`src/rtl/bmm_pkg.sv`:
```
// -----------------------------------------------------------------------------
// bmm_pkg
// Shared definitions for the instruction fetch front end.
//   fetch_state_t      : fetch control FSM states (BOOT, RUN, FLUSH)
//   INSTR_WIDTH        : instruction and address width in bits
//   BOOT_ADDR_DEFAULT  : default PC after reset
//   word_align()       : clears the two byte-offset bits of an address
// -----------------------------------------------------------------------------
package bmm_pkg;

    typedef enum logic [1:0] {
        BOOT  = 2'd0,
        RUN   = 2'd1,
        FLUSH = 2'd2
    } fetch_state_t;

    localparam int INSTR_WIDTH = 32;

    localparam logic [INSTR_WIDTH-1:0] BOOT_ADDR_DEFAULT = 32'h0000_0000;

    function automatic logic [INSTR_WIDTH-1:0] word_align(input logic [INSTR_WIDTH-1:0] a);
        return a & ~(INSTR_WIDTH'(3));
    endfunction

endpackage

```
`src/rtl/fetch_fifo.sv`:
```
// -----------------------------------------------------------------------------
// fetch_fifo
// Synchronous FIFO with a single-cycle flush. Used both as the instruction
// buffer ({pc, instr}) and as the queue of PCs whose fetches are in flight.
//
// Ports:
//   clk_i    in   clock (rising edge)
//   rst_i    in   asynchronous active-high reset
//   flush_i  in   empties the FIFO; push/pop in the same cycle are ignored
//   push_i   in   write data_i at the tail (ignored when full)
//   data_i   in   WIDTH-bit write data
//   pop_i    in   remove the head entry (ignored when empty)
//   data_o   out  head entry, zero while empty
//   empty_o  out  no entries
//   full_o   out  DEPTH entries
//   count_o  out  number of entries, 0..DEPTH
// -----------------------------------------------------------------------------
module fetch_fifo
    import bmm_pkg::*;
#(
    parameter int WIDTH = INSTR_WIDTH,
    parameter int DEPTH = 2,
    parameter int CNT_W = $clog2(DEPTH + 1)
) (
    input  logic             clk_i,
    input  logic             rst_i,
    input  logic             flush_i,
    input  logic             push_i,
    input  logic [WIDTH-1:0] data_i,
    input  logic             pop_i,
    output logic [WIDTH-1:0] data_o,
    output logic             empty_o,
    output logic             full_o,
    output logic [CNT_W-1:0] count_o
);

    localparam int PTR_W = (DEPTH > 1) ? $clog2(DEPTH) : 1;

    // Pointers wrap explicitly so DEPTH need not be a power of two.
    function automatic logic [PTR_W-1:0] ptr_next(input logic [PTR_W-1:0] p);
        if (p == PTR_W'(DEPTH - 1)) begin
            return '0;
        end
        return p + PTR_W'(1);
    endfunction

    logic [WIDTH-1:0] r_mem [DEPTH];
    logic [PTR_W-1:0] r_rd_ptr;
    logic [PTR_W-1:0] r_wr_ptr;
    logic [CNT_W-1:0] r_count;

    logic w_push;
    logic w_pop;

    assign empty_o = (r_count == '0);
    assign full_o  = (r_count == CNT_W'(DEPTH));
    assign count_o = r_count;

    assign w_push = push_i & ~full_o  & ~flush_i;
    assign w_pop  = pop_i  & ~empty_o & ~flush_i;

    always_ff @(posedge clk_i or posedge rst_i) begin
        if (rst_i) begin
            r_rd_ptr <= '0;
            r_wr_ptr <= '0;
            r_count  <= '0;
        end else if (flush_i) begin
            r_rd_ptr <= '0;
            r_wr_ptr <= '0;
            r_count  <= '0;
        end else begin
            if (w_push) begin
                r_wr_ptr <= ptr_next(r_wr_ptr);
            end
            if (w_pop) begin
                r_rd_ptr <= ptr_next(r_rd_ptr);
            end
            r_count <= r_count + CNT_W'(w_push) - CNT_W'(w_pop);
        end
    end

    // Storage carries no reset; validity is tracked by r_count alone.
    always_ff @(posedge clk_i) begin
        if (w_push) begin
            r_mem[r_wr_ptr] <= data_i;
        end
    end

    // Masking the head keeps the output at zero while nothing valid is held.
    assign data_o = empty_o ? '0 : r_mem[r_rd_ptr];

endmodule

```
`src/rtl/fetch_unit.sv`:
```
// -----------------------------------------------------------------------------
// fetch_unit
// Instruction fetch stage: generates the sequential PC, issues word-aligned
// requests to instruction memory under a credit limit, buffers returned
// instructions with their PCs and presents them to decode. A redirect from the
// branch unit squashes buffered instructions and discards responses to
// requests already in flight.
//
// Ports:
//   clk_i             in   clock (rising edge)
//   rst_i             in   asynchronous active-high reset
//   redirect_valid_i  in   single-cycle redirect pulse
//   redirect_addr_i   in   redirect target (bits [1:0] ignored)
//   imem_req_valid_o  out  fetch request valid
//   imem_req_ready_i  in   memory accepts the request
//   imem_req_addr_o   out  fetch address (current PC)
//   imem_rsp_valid_i  in   in-order response valid (always accepted)
//   imem_rsp_data_i   in   instruction word
//   instr_valid_o     out  instruction available to decode
//   instr_ready_i     in   decode accepts the instruction
//   instr_o           out  instruction at the buffer head
//   instr_pc_o        out  PC of instr_o
// -----------------------------------------------------------------------------
module fetch_unit
    import bmm_pkg::*;
#(
    parameter logic [INSTR_WIDTH-1:0] BOOT_ADDR  = BOOT_ADDR_DEFAULT,
    parameter int                     FIFO_DEPTH = 2
) (
    input  logic                   clk_i,
    input  logic                   rst_i,
    input  logic                   redirect_valid_i,
    input  logic [INSTR_WIDTH-1:0] redirect_addr_i,
    output logic                   imem_req_valid_o,
    input  logic                   imem_req_ready_i,
    output logic [INSTR_WIDTH-1:0] imem_req_addr_o,
    input  logic                   imem_rsp_valid_i,
    input  logic [INSTR_WIDTH-1:0] imem_rsp_data_i,
    output logic                   instr_valid_o,
    input  logic                   instr_ready_i,
    output logic [INSTR_WIDTH-1:0] instr_o,
    output logic [INSTR_WIDTH-1:0] instr_pc_o
);

    localparam int CNT_W  = $clog2(FIFO_DEPTH + 1);
    localparam int SUM_W  = CNT_W + 1;
    localparam int PAIR_W = 2 * INSTR_WIDTH;

    fetch_state_t r_state;
    fetch_state_t w_state_nxt;

    logic [INSTR_WIDTH-1:0] r_pc;
    logic [CNT_W-1:0]       r_outstanding;
    logic [CNT_W-1:0]       r_discard;

    logic                   w_redirect;
    logic                   w_credit;
    logic                   w_req_fire;
    logic                   w_rsp_any;
    logic                   w_rsp_keep;
    logic                   w_instr_pop;
    logic [CNT_W-1:0]       w_discard_new;

    logic [PAIR_W-1:0]      w_ififo_head;
    logic                   w_ififo_empty;
    logic                   w_ififo_full;
    logic [CNT_W-1:0]       w_fifo_count;

    logic [INSTR_WIDTH-1:0] w_pcq_head;
    logic                   w_pcq_empty;
    logic                   w_pcq_full;
    logic [CNT_W-1:0]       w_pcq_count;

    logic                   w_unused_bits;

    // A redirect is ignored in BOOT; the PC is still being loaded.
    assign w_redirect = redirect_valid_i & (r_state != BOOT);

    // Credit: every request must have a guaranteed slot in the instruction
    // buffer when its response returns, so in-flight plus buffered is capped.
    assign w_credit = ({1'b0, r_outstanding} + {1'b0, w_fifo_count}) < SUM_W'(FIFO_DEPTH);

    assign imem_req_valid_o = (r_state == RUN) & ~redirect_valid_i & w_credit;
    assign imem_req_addr_o  = r_pc;
    assign w_req_fire       = imem_req_valid_o & imem_req_ready_i;

    // Any response retires one outstanding request; the guard only protects
    // the counter from a spurious response that has no matching request.
    assign w_rsp_any  = imem_rsp_valid_i & (r_state != BOOT) & (r_outstanding != '0);

    // Only responses for current-path requests are kept; one that lands in a
    // redirect cycle belongs to the old path.
    assign w_rsp_keep = w_rsp_any & (r_state == RUN) & ~redirect_valid_i;

    assign w_discard_new = r_outstanding - CNT_W'(w_rsp_any);

    assign instr_valid_o = ~w_ififo_empty & ~redirect_valid_i;
    assign w_instr_pop   = instr_valid_o & instr_ready_i;

    assign instr_pc_o = w_ififo_head[PAIR_W-1:INSTR_WIDTH];
    assign instr_o    = w_ififo_head[INSTR_WIDTH-1:0];

    // ---------------- FSM ----------------
    always_ff @(posedge clk_i or posedge rst_i) begin
        if (rst_i) begin
            r_state <= BOOT;
        end else begin
            r_state <= w_state_nxt;
        end
    end

    always_comb begin
        w_state_nxt = r_state;
        unique case (r_state)
            BOOT: begin
                w_state_nxt = RUN;
            end
            RUN: begin
                if (redirect_valid_i) begin
                    w_state_nxt = (w_discard_new != '0) ? FLUSH : RUN;
                end
            end
            FLUSH: begin
                if (redirect_valid_i) begin
                    w_state_nxt = (w_discard_new != '0) ? FLUSH : RUN;
                end else if (w_rsp_any && (r_discard <= CNT_W'(1))) begin
                    // Last wrong-path response drains this cycle.
                    w_state_nxt = RUN;
                end
            end
            default: begin
                w_state_nxt = BOOT;
            end
        endcase
    end

    // ---------------- PC and counters ----------------
    always_ff @(posedge clk_i or posedge rst_i) begin
        if (rst_i) begin
            r_pc          <= BOOT_ADDR;
            r_outstanding <= '0;
            r_discard     <= '0;
        end else begin
            if (w_redirect) begin
                r_pc <= word_align(redirect_addr_i);
            end else if (w_req_fire) begin
                r_pc <= r_pc + INSTR_WIDTH'(4);
            end

            r_outstanding <= r_outstanding + CNT_W'(w_req_fire) - CNT_W'(w_rsp_any);

            if (w_redirect) begin
                r_discard <= w_discard_new;
            end else if ((r_state == FLUSH) && w_rsp_any && (r_discard != '0)) begin
                r_discard <= r_discard - CNT_W'(1);
            end
        end
    end

    // ---------------- buffers ----------------
    // PC of each accepted request, popped in order as its response returns.
    fetch_fifo #(
        .WIDTH (INSTR_WIDTH),
        .DEPTH (FIFO_DEPTH),
        .CNT_W (CNT_W)
    ) u_pc_queue (
        .clk_i   (clk_i),
        .rst_i   (rst_i),
        .flush_i (w_redirect),
        .push_i  (w_req_fire),
        .data_i  (r_pc),
        .pop_i   (w_rsp_keep),
        .data_o  (w_pcq_head),
        .empty_o (w_pcq_empty),
        .full_o  (w_pcq_full),
        .count_o (w_pcq_count)
    );

    fetch_fifo #(
        .WIDTH (PAIR_W),
        .DEPTH (FIFO_DEPTH),
        .CNT_W (CNT_W)
    ) u_instr_fifo (
        .clk_i   (clk_i),
        .rst_i   (rst_i),
        .flush_i (w_redirect),
        .push_i  (w_rsp_keep),
        .data_i  ({w_pcq_head, imem_rsp_data_i}),
        .pop_i   (w_instr_pop),
        .data_o  (w_ififo_head),
        .empty_o (w_ififo_empty),
        .full_o  (w_ififo_full),
        .count_o (w_fifo_count)
    );

    // Status bits the credit scheme makes redundant, plus ignored offset bits.
    assign w_unused_bits = ^{w_pcq_empty, w_pcq_full, w_pcq_count, w_ififo_full,
                             redirect_addr_i[1:0]};

endmodule

```
`config.mk`:
```
export PLATFORM = sky130hd
export DESIGN_NAME = fetch_unit
export DESIGN_NICKNAME = d
export VERILOG_FILES = /design/src/rtl/bmm_pkg.sv /design/src/rtl/fetch_fifo.sv /design/src/rtl/fetch_unit.sv
export SDC_FILE = /design/constraint.sdc
export NUM_CORES = 1
export LEC_CHECK = 0
export CORE_AREA = 2 2 136 138
export CTS_CLUSTER_DIAMETER = 40
export DETAILED_ROUTE_END_ITERATION = 6
export DIE_AREA = 0 0 138 140
export PLACE_DENSITY = 0.94
export SYNTH_ARGS = -nofsm -noshare
export SYNTH_HDL_FRONTEND = slang
export SYNTH_HIERARCHICAL = 1
export SYNTH_SLANG_ARGS = --single-unit
```
`constraint.sdc`:
```
create_clock -name clk_i -period 8.2 [get_ports clk_i]
set_input_delay 2.05 -clock clk_i [delete_from_list [all_inputs] [get_ports clk_i]]
set_output_delay 2.05 -clock clk_i [all_outputs]
set_load 0.01 [all_outputs]
```
==> impl_metrics.ini, run 1 <==
[finish]
n_antenna_cell = 0
final_cell_area_mm2 = 0.01256
layout-area-overhead-vs-synth_pct = 26.17
mostFrequentLayoutCell = edfxtp_1
nets = 951
finalCoreUtilization = 0.7066
drive_above_1_share = 0.07303
layout.cells.most_common_list = edfxtp_1, clkdlybuf4s50_1, nor2_1, mux2i_1, dfrtp_1
final-seq-area_mm2 = 0.006872
n_fill_cell = 1147
multiInputGateArea_mm2 = 0.002755

[clocking]
ctsResizeCount = 0
cts.clk_slew.worst_paths_ps = 60
cts_root_buffer = clkbuf_16
cts_max_path_buffers = 3
htree_num_levels = 1
cts_inserted_buffers = 26
setup_fix_buffers_added_after_clock_tree_synthesis = 0
cts_tree = built
post_cts_hold_buffer_count = 0
clock_latency_ps = 520
numClockSinks = 236

[setup_path]
endpoint_kind = output port
regToRegSetupSlack_ps = 4730
crit_path_arrival_time_ps = 3900
critical_path_class = in2out
cp_max_fo = 5
worst_setup_path_start_kind = input pin
critPathRequiredTime_ps = 6150

[placement]
setup_slack_placement_ps = 2284
gp_routability_congestion = 0.8291
dpl.hpwl_um = 13100
placement.cell_area_mm2 = 0.01167
numPortBuffers = 163

[die]
initial_core_util = 0.5600
chipHeight_um = 140
rows = 49
die_w_um = 138
pin_count = 168
dieArea_mm2 = 0.01932
core_region_area_mm2 = 0.01778

[timing]
report.final.setup_viol = 0
fin_crit_sh = 0.7261
skew_ps = 19.54
slew_viol_final = 0
final_setup_tns_ps = 0
least_setup_slack_across_all_paths_after_layout_ps = 2246
slew_headroom = 0.2382
grt_setup_unrepaired = no
fmax_ghz = 0.1680
final_min_period_ps = 5954
worstMarginPinSlew_ps = 1141
final_hold_viol_count = 0

[pwr]
post-layout-total-power_w = 0.003894
power.share.switching = 0.3017
power.internal_w = 0.002719
clock_power_share = 0.303
power.density_mw_per_mm2 = 309.9
power.sequential.fraction = 0.448
share_comb_of_total_power = 0.249
power.static_leakage_nw = 4.315
p_switching_w = 0.001175
ir_worst_vdd_v = 0.0002054

[global_route]
globalRouteOverflowTotal = 0
antenna_found_initial = 0
grt_first_pass_wirelength_um = 32220
global_routing_met3_resource_utilization = 0.04103
grt_met2_usage = 0.3478
track_usage = 0.2075
first_global_vias = 6186
grt-busiest-layer = met2
grt_use_met1 = 0.2754
grt_start_max_net_pins = 66

[drt]
routed_via_density = 5.533
antenna_left = 0
via_count = 6191
drcViolationCount = 0
wirelength_um = 20220
drt_iter0_drc = 502
post_drt_wl_per_cell_um = 18.07
firstDrtPassIters = 5

[synthesis]
yosys_warnings = 6
netlist_area_mm2 = 0.009957
post_synth_inst_count = 699
syn_avg_cell_area_um2 = 14.24

[job]
max_cap_viols = 0

[run_status]
result_of_the_run = finished clean

[hold_path]
worst_hold_path_type = reg2reg
sequential cells by signal, summed over array words and instances (netlist names):
register               cells
r_discard                  2
u_pc_queue/r_wr_ptr        1
r_outstanding              2
u_pc_queue/r_rd_ptr        1
u_pc_queue/r_mem          64
imem_req_addr_o           30
u_instr_fifo/count_o       2
u_instr_fifo/r_rd_ptr      1
u_instr_fifo/r_wr_ptr      1
u_instr_fifo/r_mem       128
u_pc_queue/count_o         2
r_state                    2
path summary, 6_finish.rpt:
kind | to | start | cells after the start
setup / recovery | imem_req_valid_o | redirect_valid_i | 4
hold / removal | u_instr_fifo/r_wr_ptr | u_instr_fifo/r_wr_ptr | 1
setup reg to reg | imem_req_addr_o[30] | u_instr_fifo/count_o[0] | 7
hold reg to reg | u_instr_fifo/r_wr_ptr | u_instr_fifo/r_wr_ptr | 1
max in group asynchronous | imem_req_addr_o[21] | rst_i | 3
min in group asynchronous | u_instr_fifo/count_o[1] | rst_i | 2
critical path, cell delays in order:
cell and delay (ps):
clkdlybuf4s50_1 530, or3b_4 470, nor3_1 240, clkdlybuf4s50_1 610
metrics by stage:
stage / hold WS [ps] / std cells
6_report: 539.4 / 1119
5_1_grt: 559.5 / 1119
4_1_cts: 536.4 / 1119
3_5_place_dp: 528.1 / 1071
3_3_place_gp: 492.6 / 1071
2_1_floorplan: 452.4 / 704
power groups by stage:
stage	Clock [W]	Combinational, W	Sequential, W
2_1_floorplan	0	0.000522	0.00172
3_3_place_gp	0	0.000922	0.00174
3_5_place_dp	0	0.000962	0.00176
4_1_cts	0.00120	0.000974	0.00174
5_1_grt	0.00124	0.00105	0.00177
6_report	0.00118	0.000969	0.00175
final cells by class:
class                      instances  share of cell area
clock buffer                      33             0.05637
clock inverter                    15             0.01454
inverter                          18            0.005378
multi-input combinational        417              0.2193
sequential                       236              0.5470
tap                              229             0.02281
timing repair buffer             171              0.1346
per-layer routing:
layer,vias up,part of all wire
met4,0,0.027
met5,-,0
li1,2862,-
met2,308,0.49
met1,2966,0.41
met3,55,0.077
(Power assumes the default switching activity.)
==> run 2: changes to the inputs <==
--- a/config.mk
+++ b/config.mk
@@ -5,11 +5,11 @@
 export SDC_FILE = /design/constraint.sdc
 export NUM_CORES = 1
 export LEC_CHECK = 0
-export CORE_AREA = 2 2 136 138
+export CORE_AREA = 2 2 141 143
 export CTS_CLUSTER_DIAMETER = 40
 export DETAILED_ROUTE_END_ITERATION = 6
-export DIE_AREA = 0 0 138 140
-export PLACE_DENSITY = 0.94
+export DIE_AREA = 0 0 143 145
+export PLACE_DENSITY = 0.89
 export SYNTH_ARGS = -nofsm -noshare
 export SYNTH_HDL_FRONTEND = slang
 export SYNTH_HIERARCHICAL = 1
==> constraint.sdc (replaced) <==
create_clock -name clk_i -period 6 [get_ports clk_i]
set_input_delay 1.5 -clock clk_i [delete_from_list [all_inputs] [get_ports clk_i]]
set_output_delay 1.5 -clock clk_i [all_outputs]
set_load 0.01 [all_outputs]
==> impl_metrics.ini, run 2 (synthesized netlist as in run 1, its figures left out) <==
[placement]
gp_routability_congestion = 0.8205
setup_slack_placement_ps = 1188
placement.cell_area_mm2 = 0.01175
numPortBuffers = 163
dpl.hpwl_um = 12970

[finish]
nets = 956
regMostFlops = u_instr_fifo/r_mem
n_fill_cell = 1328
layout-area-overhead-vs-synth_pct = 27.72
layout.cells.most_common_list = edfxtp_1, clkdlybuf4s50_1, nor2_1, mux2i_1, dfrtp_1
n_antenna_cell = 0
final_cell_area_mm2 = 0.01272
drive_above_1_share = 0.08473
largest_register_ff_count = 128
final-seq-area_mm2 = 0.006872
multiInputGateArea_mm2 = 0.002755
mostFrequentLayoutCell = edfxtp_1

[pwr]
power.density_mw_per_mm2 = 423.7
power.internal_w = 0.003755
p_switching_w = 0.001633
clock_power_share = 0.315
power.share.switching = 0.3031
share_comb_of_total_power = 0.244
power.sequential.fraction = 0.441
ir_worst_vdd_v = 0.0003179
power.static_leakage_nw = 4.379

[timing]
worstMarginPinSlew_ps = 1103
fin_crit_sh = 0.8014
least_setup_slack_across_all_paths_after_layout_ps = 1192
final_min_period_ps = 4808
report.final.setup_viol = 0
final_hold_viol_count = 0
slew_viol_final = 0
grt_setup_unrepaired = no
hold_slack_ps = 515.6
fmax_ghz = 0.2080
skew_ps = 20.83
final_setup_tns_ps = 0
slew_headroom = 0.2641

[clocking]
post_cts_hold_buffer_count = 0
numClockSinks = 236
cts_inserted_buffers = 28
cts_max_path_buffers = 3
clock_latency_ps = 540
cts_tree = built
cts_root_buffer = clkbuf_16
htree_num_levels = 1
ctsResizeCount = 0
cts.clk_slew.worst_paths_ps = 60
setup_fix_buffers_added_after_clock_tree_synthesis = 0

[setup_path]
critPathRequiredTime_ps = 4500
critical_path.cell_chain = clkdlybuf4s50_1 -> or3b_4 -> nor3_1 -> clkdlybuf4s50_1
slowest_stage = clkdlybuf4s50_1
rr_worst_depth = 7
worst_setup_path_start_kind = input pin
critical-path-top-cell-by-count = clkdlybuf4s50_1
endpoint_kind = output port
critical_path_class = in2out
crit_path_arrival_time_ps = 3310
cpPeakStageDelay_ps = 590
cp_max_fo = 5

[drt]
firstDrtPassIters = 6
routed_via_density = 5.202
antenna_left = 0
drcViolationCount = 0
post_drt_wl_per_cell_um = 16.87
wirelength_um = 19600
drt_iter0_drc = 346
via_count = 6045

[die]
initial_core_util = 0.5184
dieArea_mm2 = 0.02074
chipHeight_um = 145
die_w_um = 143
core_region_area_mm2 = 0.01921
rows = 51
pin_count = 168

[hold_path]
worst_hold_path_type = reg2reg
min_path_cells = 1

[global_route]
track_usage = 0.1878
grt_first_pass_wirelength_um = 30990
globalRouteOverflowTotal = 0
antenna_found_initial = 0
grt_start_max_net_pins = 65
first_global_vias = 5903

[run_status]
result_of_the_run = finished clean

[job]
max_cap_viols = 0
[run 2: area by class of cell]
cell class / count / share of cell area
clock inverters: 18 / 0.01574
well taps: 265 / 0.02607
flip-flops and latches: 236 / 0.5403
clock buffers: 34 / 0.06011
multi-input cells: 417 / 0.2166
inverters: 18 / 0.005313
repair buffers: 174 / 0.1358
[run 2: worst paths after layout]
path	slack, ps	startpoint	endpoint
max	1190	redirect_valid_i	imem_req_valid_o
min	520	u_pc_queue/r_wr_ptr	u_pc_queue/r_wr_ptr
max reg2reg	2860	u_instr_fifo/count_o[0]	imem_req_addr_o[30]
min reg2reg	520	u_pc_queue/r_wr_ptr	u_pc_queue/r_wr_ptr
max in group asynchronous	4170	rst_i	imem_req_addr_o[25]
min in group asynchronous	1240	rst_i	u_pc_queue/count_o[1]
[run 2: stage by stage]
step,total power (W),util,instances
final,0.005388,0.6621,1162
after global routing,0.005655,0.6621,1162
after CTS,0.005431,0.6621,1162
after detailed placement,0.003716,0.6119,1110
after global placement,0.003652,0.6119,1110
after floorplan,0.003058,-,704
[run 2: power groups by stage]
stage | Sequential (W) | Combinational [W] | Clock (W)
CTS | 0.00237 | 0.00133 | 0.00173
detailed placement | 0.00240 | 0.00132 | 0
floorplan | 0.00234 | 0.000714 | 0
finish | 0.00237 | 0.00132 | 0.00170
global placement | 0.00237 | 0.00128 | 0
global route | 0.00241 | 0.00144 | 0.00180
[run 2: per-layer routing]
metal	GRT usage	routed length [um]	vias up
li1	-	-	2881
met1	0.2601	8458	2926
met2	0.3002	9315	205
met3	0.04191	1409	33
met4	0.05347	420	0
met5	0	0	-
[run 2: critical path: cells and delay by family]
family                 cells  cell delay (ps)
buffers and inverters      2             1110
and+or+nand+nor            2              700
==> run 3: changes to the inputs <==
--- a/config.mk
+++ b/config.mk
@@ -5,11 +5,11 @@
 export SDC_FILE = /design/constraint.sdc
 export NUM_CORES = 1
 export LEC_CHECK = 0
-export CORE_AREA = 2 2 141 143
+export CORE_AREA = 2 2 148 150
 export CTS_CLUSTER_DIAMETER = 40
 export DETAILED_ROUTE_END_ITERATION = 6
-export DIE_AREA = 0 0 143 145
-export PLACE_DENSITY = 0.89
+export DIE_AREA = 0 0 150 152
+export PLACE_DENSITY = 0.86
 export SYNTH_ARGS = -nofsm -noshare
 export SYNTH_HDL_FRONTEND = slang
 export SYNTH_HIERARCHICAL = 1
==> constraint.sdc (replaced) <==
create_clock -name clk_i -period 3.9 [get_ports clk_i]
set_input_delay 0.975 -clock clk_i [delete_from_list [all_inputs] [get_ports clk_i]]
set_output_delay 0.975 -clock clk_i [all_outputs]
set_load 0.01 [all_outputs]
==> impl_metrics.ini, run 3 (synthesized netlist as in run 1, its figures left out) <==
[run_status]
result_of_the_run = finished clean

[finish]
n_antenna_cell = 0
mostFrequentLayoutCell = edfxtp_1
regMostFlops = u_instr_fifo/r_mem
nets = 961
layout-area-overhead-vs-synth_pct = 28.65
layout.cells.most_common_list = edfxtp_1, clkdlybuf4s50_1, nor2_1, mux2i_1, dfrtp_1
drive_above_1_share = 0.08647
largest_register_ff_count = 128

[drt]
routed_via_density = 5.102
firstDrtPassIters = 4
wirelength_um = 19580
antenna_left = 0
drcViolationCount = 0
post_drt_wl_per_cell_um = 16.56
drt_iter0_drc = 379
via_count = 6030

[die]
initial_core_util = 0.4664
dieArea_mm2 = 0.02280
chipHeight_um = 152
rows = 54
core_region_area_mm2 = 0.02135
pin_count = 168
die_w_um = 150

[pwr]
power.density_mw_per_mm2 = 646.4
ir_worst_vdd_v = 0.0003648
post-layout-total-power_w = 0.008280
power.static_leakage_nw = 4.400

[clocking]
ctsResizeCount = 0
numClockSinks = 236
cts_max_path_buffers = 3
cts_tree = built
cts_inserted_buffers = 28
cts_root_buffer = clkbuf_16
cts.clk_slew.worst_paths_ps = 60
setup_fix_buffers_added_after_clock_tree_synthesis = 0
clock_latency_ps = 530
htree_num_levels = 1
post_cts_hold_buffer_count = 0

[setup_path]
worst_setup_path_start_kind = input pin
endpoint_kind = output port
cp_max_fo = 4
critical-path-top-cell-by-count = clkdlybuf4s50_1
critPathRequiredTime_ps = 2920
critical_path.cell_chain = clkdlybuf4s50_1 -> or3b_4 -> nor3_1 -> clkdlybuf4s50_1
regToRegSetupSlack_ps = 980
critical_path_class = in2out
crit_path_arrival_time_ps = 2640
slowest_stage = clkdlybuf4s50_1
cpPeakStageDelay_ps = 580

[timing]
final_hold_viol_count = 0
fmax_ghz = 0.2770
final_min_period_ps = 3610
report.final.setup_viol = 0
skew_ps = 16.14
hold_slack_ps = 514.6
grt_setup_unrepaired = no
slew_viol_final = 0
fin_crit_sh = 0.9257
worstMarginPinSlew_ps = 972.1
least_setup_slack_across_all_paths_after_layout_ps = 289.9
slew_headroom = 0.3519

[placement]
setup_slack_placement_ps = 274.6
dpl.hpwl_um = 13010
numPortBuffers = 163
gp_routability_congestion = 0.7987

[global_route]
first_global_vias = 6147
globalRouteOverflowTotal = 0
grt_start_max_net_pins = 65
grt_first_pass_wirelength_um = 31170
track_usage = 0.1712
antenna_found_initial = 0

[hold_path]
worst_hold_path_type = reg2reg

[job]
max_cap_viols = 0
run 3: layout make-up:
class | instances | area, um2
Clock buffer | 36 | 772.0
Clock inverter | 16 | 178.9
Sequential cell | 236 | 6872
Inverter | 18 | 67.56
Fill cell | 1642 | 8541
Tap cell | 280 | 350.3
Multi-Input combinational cell | 417 | 2755
Timing Repair Buffer | 179 | 1814
run 3: routing by layer:
layer	share of wire	vias to the layer above	global-route usage
met1	0.43	2903	0.2303
met4	0.025	0	0.05346
met3	0.064	37	0.03453
met2	0.48	198	0.2811
li1	-	2892	-
met5	0	-	0
run 3: stage by stage:
step	TNS [ps]	instances	area, um2	utilization
after floorplan	-17340	704	9986	-
after global placement	0	1130	11860	0.5554
after detailed placement	0	1130	11860	0.5554
after CTS	0	1182	12810	0.6000
after global routing	0	1182	12810	0.6000
final	0	1182	12810	0.6000
run 3: power by group:
part           switching (W)  total, W  leakage (nW)  internal, W
Combinational        0.00104   0.00205          1.63      0.00101
Clock                0.00102   0.00258         0.457      0.00156
Sequential          0.000426   0.00365          2.32      0.00322
Total                0.00249   0.00828          4.40      0.00579
run 3: worst paths after layout:
| check | startpoint | end | cells past startpoint |
|---|---|---|---|
| setup reg to reg | u_instr_fifo/count_o[0] | imem_req_addr_o[31] | 7 |
| setup / recovery | redirect_valid_i | imem_req_valid_o | 4 |
| min in group asynchronous | rst_i | u_pc_queue/count_o[1] | 2 |
| hold reg to reg | u_pc_queue/r_wr_ptr | u_pc_queue/r_wr_ptr | 1 |
| max in group asynchronous | rst_i | imem_req_addr_o[4] | 3 |
| hold / removal | u_pc_queue/r_wr_ptr | u_pc_queue/r_wr_ptr | 1 |
run 3: worst max-delay path: cells and delay by family:
family	cells	cell delay (ps)
buffers and inverters	2	1010
AND/OR/NAND/NOR	2	650
